## config.mk

```make
export PLATFORM = sky130hd
export DESIGN_NAME = gen_dequeue_mp_flat
export DESIGN_NICKNAME = d
export VERILOG_FILES = /design/src/rtl/gen_dequeue_mp_pkg.sv /design/src/rtl/gen_dequeue_mp_if.sv /design/src/rtl/gen_dequeue_mp_chk.sv /design/src/rtl/gen_dequeue_mp_phase.sv /design/src/rtl/gen_dequeue_mp.sv /design/src/flat_wrapper.sv
export SDC_FILE = /design/constraint.sdc
export NUM_CORES = 1
export LEC_CHECK = 0
export BUFFER_PORTS_ARGS = -buffer_cell sky130_fd_sc_hd__buf_2
export CAP_MARGIN = 20
export CELL_PAD_IN_SITES_DETAIL_PLACEMENT = 1
export CELL_PAD_IN_SITES_GLOBAL_PLACEMENT = 1
export CORE_UTILIZATION = 25
export DETAILED_ROUTE_END_ITERATION = 16
export GPL_TIMING_DRIVEN = 0
export PLACE_DENSITY_LB_ADDON = 0.15
export SLEW_MARGIN = 20
export SYNTH_ARGS = -nofsm -noshare
export SYNTH_HDL_FRONTEND = slang
export SYNTH_HIERARCHICAL = 1
export SYNTH_SLANG_ARGS = --single-unit
export TNS_END_PERCENT = 100
```

## constraint.sdc

```tcl
create_clock -name clock -period 2.71 [get_ports clock]
set_input_delay 0.1355 -clock clock [delete_from_list [all_inputs] [get_ports clock]]
set_output_delay 0.1355 -clock clock [all_outputs]
set_load 0.05 [all_outputs]
```

## src/rtl/gen_dequeue_mp_pkg.sv

```systemverilog
// Shared types and elaboration helpers for the multi-pumped dequeue scheduler.
// Phase values are carried in phase_t, sized for the largest supported pump factor.
package gen_dequeue_pkg;

    localparam int PUMP_MAX    = 8;
    localparam int PHASE_MAX_W = $clog2(PUMP_MAX);

    typedef logic [PHASE_MAX_W-1:0] phase_t;

    // Width of the externally visible phase; a 2x pump still needs one bit.
    function automatic int phase_w(input int pump);
        int w;
        w = $clog2(pump);
        if (w < 1) begin
            return 1;
        end else begin
            return w;
        end
    endfunction

    // Phase 0 is reserved for capture, so slots live in 1..pump-1.
    function automatic int slot_of(input int i, input int pump, input int stagger);
        if (stagger == 0) begin
            return pump - 1;
        end else begin
            return 1 + (i % (pump - 1));
        end
    endfunction

    function automatic logic [7:0] sat_inc8(input logic [7:0] value);
        if (value == 8'hFF) begin
            return value;
        end else begin
            return value + 8'd1;
        end
    endfunction

endpackage

```

## src/rtl/gen_dequeue_mp_if.sv

```systemverilog
// Bundle between base-rate consumers and the multi-pumped queue read ports.
// Optional slip statistics appear when GEN_DEQUEUE_MP_STATS_EN is defined.
interface gen_dequeue_mp_if #(
    parameter int N       = 4,
    parameter int PHASE_W = 1
);

    logic               sync_in;
    logic [N-1:0]       dequeue_in;
    logic [N-1:0]       empty_in;
    logic [N-1:0]       dequeue_out;
    logic [PHASE_W-1:0] phase_out;
    logic               locked_out;
    logic               slip_out;
`ifdef GEN_DEQUEUE_MP_STATS_EN
    logic [7:0]         slip_count_out;
`endif

    modport master (
        output sync_in,
        output dequeue_in,
        output empty_in,
        input  dequeue_out,
        input  phase_out,
        input  locked_out,
        input  slip_out
`ifdef GEN_DEQUEUE_MP_STATS_EN
        , input slip_count_out
`endif
    );

    modport slave (
        input  sync_in,
        input  dequeue_in,
        input  empty_in,
        output dequeue_out,
        output phase_out,
        output locked_out,
        output slip_out
`ifdef GEN_DEQUEUE_MP_STATS_EN
        , output slip_count_out
`endif
    );

endinterface

```

## src/rtl/gen_dequeue_mp_chk.sv

```systemverilog
// Protocol checker for gen_dequeue_mp: issue gating, phase range, lock and slip rules.
module gen_dequeue_mp_chk #(
    parameter int N       = 4,
    parameter int PUMP    = 2,
    parameter int PHASE_W = 1
) (
    input logic               clock,
    input logic               reset_n,
    input logic               sync_in,
    input logic [N-1:0]       dequeue_out,
    input logic [PHASE_W-1:0] phase_out,
    input logic               locked_out,
    input logic               slip_out
);

    localparam logic [PHASE_W-1:0] LAST_PH = PHASE_W'(PUMP - 1);

    a_no_issue_unlocked : assert property (@(posedge clock) disable iff (!reset_n)
        !locked_out |-> ~|dequeue_out);

    a_no_issue_on_sync : assert property (@(posedge clock) disable iff (!reset_n)
        sync_in |-> ~|dequeue_out);

    a_no_issue_phase0 : assert property (@(posedge clock) disable iff (!reset_n)
        (phase_out == {PHASE_W{1'b0}}) |-> ~|dequeue_out);

    a_slip_needs_sync : assert property (@(posedge clock) disable iff (!reset_n)
        slip_out |-> sync_in);

    a_phase_range : assert property (@(posedge clock) disable iff (!reset_n)
        phase_out <= LAST_PH);

    a_lock_sticky : assert property (@(posedge clock) disable iff (!reset_n)
        locked_out |=> locked_out);

endmodule

```

## src/rtl/gen_dequeue_mp_phase.sv

```systemverilog
// Base-cycle phase tracker: phase counter, lock, slip detection, capture strobe.
// With GEN_DEQUEUE_MP_STATS_EN defined it also keeps a saturating slip count.
module gen_dequeue_phase
    import gen_dequeue_pkg::*;
#(
    parameter int PUMP = 2
) (
    input  logic       clock,
    input  logic       reset_n,
    input  logic       sync_in,
    output phase_t     ph_r,
    output logic       locked_r,
    output logic       slip_s,
    output logic       capture_s
`ifdef GEN_DEQUEUE_MP_STATS_EN
    , output logic [7:0] slip_count_r
`endif
);

    localparam phase_t LAST_PH = phase_t'(PUMP - 1);

    logic ph_zero_s;

    assign ph_zero_s = (ph_r == 3'd0);

    // A sync pulse marks phase 0 now, so the register jumps straight to phase 1.
    assign slip_s    = sync_in & locked_r & ~ph_zero_s;
    assign capture_s = sync_in | (locked_r & ph_zero_s);

    // Phase counter: sync realigns, otherwise count and wrap after PUMP-1.
    always_ff @(posedge clock or negedge reset_n) begin
        if (!reset_n) begin
            ph_r <= 3'd0;
        end else if (sync_in) begin
            ph_r <= 3'd1;
        end else if (ph_r == LAST_PH) begin
            ph_r <= 3'd0;
        end else begin
            ph_r <= ph_r + 3'd1;
        end
    end

    // Lock is sticky: only a reset forgets the alignment.
    always_ff @(posedge clock or negedge reset_n) begin
        if (!reset_n) begin
            locked_r <= 1'b0;
        end else if (sync_in) begin
            locked_r <= 1'b1;
        end else begin
            locked_r <= locked_r;
        end
    end

`ifdef GEN_DEQUEUE_MP_STATS_EN
    // Saturating slip counter; it holds once it reaches its ceiling.
    always_ff @(posedge clock or negedge reset_n) begin
        if (!reset_n) begin
            slip_count_r <= 8'd0;
        end else if (slip_s) begin
            slip_count_r <= sat_inc8(slip_count_r);
        end else begin
            slip_count_r <= slip_count_r;
        end
    end
`endif

endmodule

```

## src/rtl/gen_dequeue_mp.sv

```systemverilog
// Multi-pumped dequeue scheduler: captures base-rate requests in phase 0 and replays
// each once in its channel's phase slot. GEN_DEQUEUE_MP_STATS_EN adds slip_count_out.
module gen_dequeue_mp
    import gen_dequeue_pkg::*;
#(
    parameter int N       = 4,
    parameter int PUMP    = 2,
    parameter int STAGGER = 0
) (
    input logic             clock,
    input logic             reset_n,
    gen_dequeue_mp_if.slave bus
);

    localparam int PHASE_W = phase_w(PUMP);

    phase_t       ph_r;
    logic         locked_r;
    logic         slip_s;
    logic         capture_s;
    logic [N-1:0] pending_r;
    logic [N-1:0] pending_next_s;
    logic [N-1:0] slot_hit_s;
`ifdef GEN_DEQUEUE_MP_STATS_EN
    logic [7:0]   slip_count_r;
`endif

    gen_dequeue_phase #(
        .PUMP (PUMP)
    ) u_phase (
        .clock        (clock),
        .reset_n      (reset_n),
        .sync_in      (bus.sync_in),
        .ph_r         (ph_r),
        .locked_r     (locked_r),
        .slip_s       (slip_s),
        .capture_s    (capture_s)
`ifdef GEN_DEQUEUE_MP_STATS_EN
        , .slip_count_r (slip_count_r)
`endif
    );

    // Per-channel slot decode, fixed at elaboration.
    for (genvar i = 0; i < N; i++) begin : g_slot
        localparam phase_t SLOT = phase_t'(slot_of(i, PUMP, STAGGER));
        assign slot_hit_s[i] = (ph_r == SLOT);
    end

    // A capture overwrites everything pending, which is how a slip drops old requests.
    always_comb begin
        pending_next_s = pending_r;
        if (capture_s) begin
            pending_next_s = bus.dequeue_in & ~bus.empty_in;
        end else begin
            pending_next_s = pending_r & ~slot_hit_s;
        end
    end

    // Pending request register, one bit per channel.
    always_ff @(posedge clock or negedge reset_n) begin
        if (!reset_n) begin
            pending_r <= {N{1'b0}};
        end else begin
            pending_r <= pending_next_s;
        end
    end

    assign bus.dequeue_out = pending_r & slot_hit_s & {N{locked_r & ~bus.sync_in}};
    assign bus.phase_out   = bus.sync_in ? {PHASE_W{1'b0}} : ph_r[PHASE_W-1:0];
    assign bus.locked_out  = locked_r | bus.sync_in;
    assign bus.slip_out    = slip_s;
`ifdef GEN_DEQUEUE_MP_STATS_EN
    assign bus.slip_count_out = slip_count_r;
`endif

    gen_dequeue_mp_chk #(
        .N       (N),
        .PUMP    (PUMP),
        .PHASE_W (PHASE_W)
    ) u_chk (
        .clock       (clock),
        .reset_n     (reset_n),
        .sync_in     (bus.sync_in),
        .dequeue_out (bus.dequeue_out),
        .phase_out   (bus.phase_out),
        .locked_out  (bus.locked_out),
        .slip_out    (bus.slip_out)
    );

endmodule
```

## src/flat_wrapper.sv

```systemverilog
// flat-port wrapper written by rule: the top's interface ports become plain ports
module gen_dequeue_mp_flat import gen_dequeue_pkg::*;
#(
    parameter int N       = 4,
    parameter int PUMP    = 2,
    parameter int STAGGER = 0
)
  (clock, reset_n, bus_sync_in, bus_dequeue_in, bus_empty_in, bus_dequeue_out, bus_phase_out, bus_locked_out, bus_slip_out);
  gen_dequeue_mp_if #(.N(N)) bus_i ();
  input logic clock;
  input logic reset_n;
  input wire logic [$bits(bus_i.sync_in)-1:0] bus_sync_in;
  input wire logic [$bits(bus_i.dequeue_in)-1:0] bus_dequeue_in;
  input wire logic [$bits(bus_i.empty_in)-1:0] bus_empty_in;
  output wire logic [$bits(bus_i.dequeue_out)-1:0] bus_dequeue_out;
  output wire logic [$bits(bus_i.phase_out)-1:0] bus_phase_out;
  output wire logic [$bits(bus_i.locked_out)-1:0] bus_locked_out;
  output wire logic [$bits(bus_i.slip_out)-1:0] bus_slip_out;
  assign bus_i.sync_in = bus_sync_in;
  assign bus_i.dequeue_in = bus_dequeue_in;
  assign bus_i.empty_in = bus_empty_in;
  assign bus_dequeue_out = bus_i.dequeue_out;
  assign bus_phase_out = bus_i.phase_out;
  assign bus_locked_out = bus_i.locked_out;
  assign bus_slip_out = bus_i.slip_out;
  gen_dequeue_mp #(.N(N), .PUMP(PUMP), .STAGGER(STAGGER)) u_core (.clock(clock), .reset_n(reset_n), .bus(bus_i));
endmodule
```

; ---- Word level (Yosys, flattened, before mapping)
; Cells that the tools add are included.
[word_totals]
regBits = 8
input_bits = 11
wordCells = 24
[op_classes]
n_addsub = 1
n_eq_ne = 1
n_mux = 4
n_bitwise = 14
reduce_logical = 1
[ops]
columns = operator, count
row1 = $and A4 B4 Y4, 4
row2 = $not A4 Y4, 2
row3 = $mux W3, 2
row4 = $and A1 B1 Y1, 4
row5 = $mux W4, 1
row6 = $add A3 B1 Y3 const B, 1
row7 = $eq A3 B1 Y1 const B, 1
row8 = $logic_not A3 Y1, 1
row9 = $not A1 Y1, 2
row10 = $or A1 B1 Y1, 2
row11 = $mux W1, 1

; ---- Depth between registers and ports, before layout
[depth]
word_depth = 4
mapped_depth = 5
depth_no_buf = 4

; ---- By module
; The synthesis kept the hierarchy.
[by_module_without_submodules]
columns = module, n_inst, cells_per_inst, area_per_inst_um2
row1 = gen_dequeue_mp, 1, 25, 247.7
row2 = gen_dequeue_phase, 1, 16, 182.7

; ---- Worst setup path before layout
; No wires, ideal clock.
[synth_path]
path_type = reg2out
startpoint = register u_core.u_phase.ph_r[1]
endpoint = output port bus_dequeue_out[0]
arrival_ns = 1.229
t_required_ns = 2.575
setup_slack_ns = 1.345
path_stages_with_launch = 3
n_path_buf = 0
path_cell_list = dfrtp_1 > nor4b_4 > and3_1
[synth_between]
elab_chain_len = 3
[synth_lines]
columns = element, line_no
row1 = from (decl), gen_dequeue_mp_phase.sv:11  ; output phase_t ph_r,
row2 = from (signal assigned), gen_dequeue_mp_phase.sv:39  ; ph_r <= ph_r + 3'd1;
row3 = $eq A3 B1 Y1, gen_dequeue_mp.sv:46  ; assign slot_hit_s[i] = (ph_r == SLOT);
row4 = $and A4 B4 Y4 (2 in series), gen_dequeue_mp.sv:68  ; assign bus.dequeue_out = pending_r & slot_hit_s & {N{locked_r & ~bus.sync_in}};
row5 = to (decl), flat_wrapper.sv:15  ; output wire logic [$bits(bus_i.dequeue_out)-1:0] bus_dequeue_out;
; No other way between the ends.

; ---- Worst setup path after layout
[layout_path]
startpoint = register u_core.u_phase.ph_r[1]
endpoint = output port bus_dequeue_out[3]
; The elaborated chain is that of the path after synthesis.

==> results_dict.tcl <==
set metrics [dict create \
    status "finished, violations left" \
    violations "DRC" \
    clk_latency_ns 0.25 \
    fin_skew_ns 0.000961 \
    die_w_um 43.5 \
    use_met3_pct 6.25 \
    clockRootBuffer "clkbuf_4" \
    crit_chain "nor4b_4 -> and3_1 -> buf_2" \
    yosys.area.top_type_share_pct 46.5 \
    cp_max_fo 7 \
    rows 14 \
    met1_usage_pct 15.5 \
    worst_slack_ns 1.05 \
    drt_iter0_markers 3 \
    ir_drop_mv 0.245 \
    num-nets-final 75 \
    crit_path_end_kind "output port" \
    drtAntennaViolNets 0 \
    firstDrtPassIters 9 \
    p_leak_uw 0.000285 \
    grt.overflow.total 0 \
    cts_tree "built" \
    postCtsHoldBufs 1 \
    maxSlewViolCount 0 \
    cap_violations 0 \
    met2_usage_pct 17.9 \
    r2r_end "u_core/pending_r[2]$_DFF_PN0_" \
    final.period_utilization_pct 61.4 \
    fp.dieArea_mm2 0.00189 \
    critPathLaunchType "flip-flop" \
    p_comb_share_pct 19.3 \
    final.setup.tns_ns 0 \
    ys_top_cells_by_area "dfrtp_1 (47%), o32ai_1 (6.1%), and3_1 (5.8%)" \
    synthCells 41 \
    antenna_found_initial 0 \
    die_y_um 43.5 \
    worst_pin_slew_ns 0.315 \
    hold_viol_final 0 \
    power_density_mw_per_mm2 476 \
    hold_end "u_core/pending_r[3]$_DFF_PN0_" \
    relSlewSlack_pct 78.9 \
    cts_buffer_depth 2 \
    drive_gt1_share_pct 43.5 \
    setup_viol 0 \
    yosys.area.top_type "dfrtp_1" \
    h-tree-depth 1 \
    reg2regPathDepth 5 \
    antennaDiodeCount 0 \
    grt_pass1_wl_mm 1.65 \
    cts.sinks 8 \
    place_ws_ns 1.26 \
    seq_power_share_pct 47.6 \
    grt_max_degree 10 \
    synth_ff_type "dfrtp_1" \
    min_period_ns 1.66 \
    cp.arrival_ns 1.53 \
    grt.total_usage_pct 12.1 \
    ys_seq_elements 8 \
    netlist_top_cells_count "dfrtp_1 (8), and3_1 (4), nand2_1 (4)" \
    area_growth_pct 32.0 \
    vias 370 \
    cpPeakStageDelay_ns 0.48 \
    worstReg2RegStart "u_core/u_phase/ph_r[0]$_DFF_PN0_" \
    intPower_uw 195 \
    port_buffers 17 \
    async_flop_share_pct 100 \
    synth_nets 52 \
    viasPerCell 4.74 \
    start_util_pct 27.6 \
    ys_types 19 \
    cts_made_buffers 3 \
    netlist_area_um2 430 \
    hpwl_um 701 \
    wirelength_um 962 \
    synth_area_per_cell_um2 10.5 \
    gp_congestion 0.682 \
    busiest_layer "met2" \
    regToRegSetupSlack_ns 1.27 \
    drc 2 \
    core_mm2 0.00156 \
    rsz0062_at_grt "false" \
    postCtsSetupBuffers 0 \
    avgRoutedWirePerCell_um 12.3 \
    grt_pass1_vias 354 \
    max_freq_mhz 601 \
    yosysMostFrequentCell "dfrtp_1" \
    yosys_warnings 6 \
    hold_depth 2 \
    cts_resized 0 \
    crit_type "flip-flop to output port" \
    cp_slowest_cell "dfrtp_1" \
    cts.reportedPaths.clkPinSlew_ns 0.05 \
    p_sw_share_pct 27.7 \
    power.switching_uw 74.9 \
    synth_edf_count 0 \
    clockPowerShare_pct 33.1 \
    io_pins 18 \
    crit_required_ns 2.57 \
    ys_seq_area_share_pct 46.5 \
    worstHoldPathType "input pin to flip-flop" \
    min_from "bus_empty_in[3]" \
]
## power groups by stage
stage | clock network (uW) | logic (uW) | registers [uW]
after detailed placement | 0 | 52.0 | 131
after floorplan | 0 | 33.6 | 130
after global routing | 102 | 57.8 | 130
after global placement | 0 | 51.7 | 130
final | 89.3 | 52.1 | 129
after CTS | 96.1 | 53.2 | 129
## registers in the layout (all words and copies together), names as in the netlist
signal	flops
u_core/u_phase/locked_r	1
u_core/u_phase/ph_r	3
u_core/pending_r	4
## through the flow
step | util, % | hold slack [ns] | total power [uW] | instances | area (um^2)
final | 36.4 | 0.0619 | 270 | 78 | 568
after floorplan | - | -0.160 | 163 | 41 | 430
after detailed placement | 34.3 | -0.00608 | 183 | 74 | 536
after CTS | 36.4 | 0.0514 | 278 | 78 | 568
after global routing | 36.4 | 0.0595 | 289 | 78 | 568
after global placement | 34.3 | -0.00466 | 182 | 74 | 536
## placed cells by master, fill, tap and decap left out
cell type,count
nor3b_2,1
clkbuf_4,3
and3_1,4
a21o_1,1
nand2_1,4
nor2_1,1
or2_2,2
a21bo_1,1
dlygate4sd3_1,1
nor4b_4,1
buf_2,17
o32ai_1,3
o21ai_1,1
inv_1,3
and2b_2,1
a21oi_1,1
nand3b_1,3
dfrtp_1,8
a21oi_2,1
nor3_2,1
nand2b_1,3
clkbuf_1,1
## layout make-up
class	instances	area, um^2
plain buffers	1	3.75
inverters	3	11.3
flip-flops and latches	8	200
repair buffers	18	95.1
multi-input cells	29	215
clock buffers	3	22.5
fillers	187	991
well taps	16	20.0
## worst max path at each step
stage	start	end	slack, ns	depth (start not counted)
floorplan	u_core/u_phase/ph_r[1]$_DFF_PN0_	bus_dequeue_out[0]	1.35	2
global placement	u_core/u_phase/ph_r[0]$_DFF_PN0_	u_core/pending_r[2]$_DFF_PN0_	1.28	5
detailed placement	u_core/u_phase/ph_r[0]$_DFF_PN0_	u_core/pending_r[2]$_DFF_PN0_	1.26	5
CTS	u_core/u_phase/ph_r[1]$_DFF_PN0_	bus_dequeue_out[3]	1.02	3
global route	u_core/u_phase/ph_r[1]$_DFF_PN0_	bus_dequeue_out[3]	0.95	3
finish	u_core/u_phase/ph_r[1]$_DFF_PN0_	bus_dequeue_out[3]	1.05	3
## worst max-delay path, delay by kind of cell, from the launching register on
kind | cells | cell delay [ns]
AND/OR/NAND/NOR | 2 | 0.55
flip-flops | 1 | 0.48
buffers and inverters | 1 | 0.26
## routing by layer
metal / wire (um) / vias to the layer above
met2: 401 / 15
met3: 70 / 2
met1: 476 / 166
met4: 14 / 0
met5: 0 / -
li1: - / 187
## logic make-up (layout without fill, tap and decap cells)
kind of cell,Yosys count,count (layout),synth area share (%)
DFF,8,8,46.5
AOI/OAI and AO/OA,8,8,14.5
buffers and inverters,4,25,3.49
and+or+nand+nor,21,21,35.5
No activity file was read; power rests on OpenSTA's default activity.
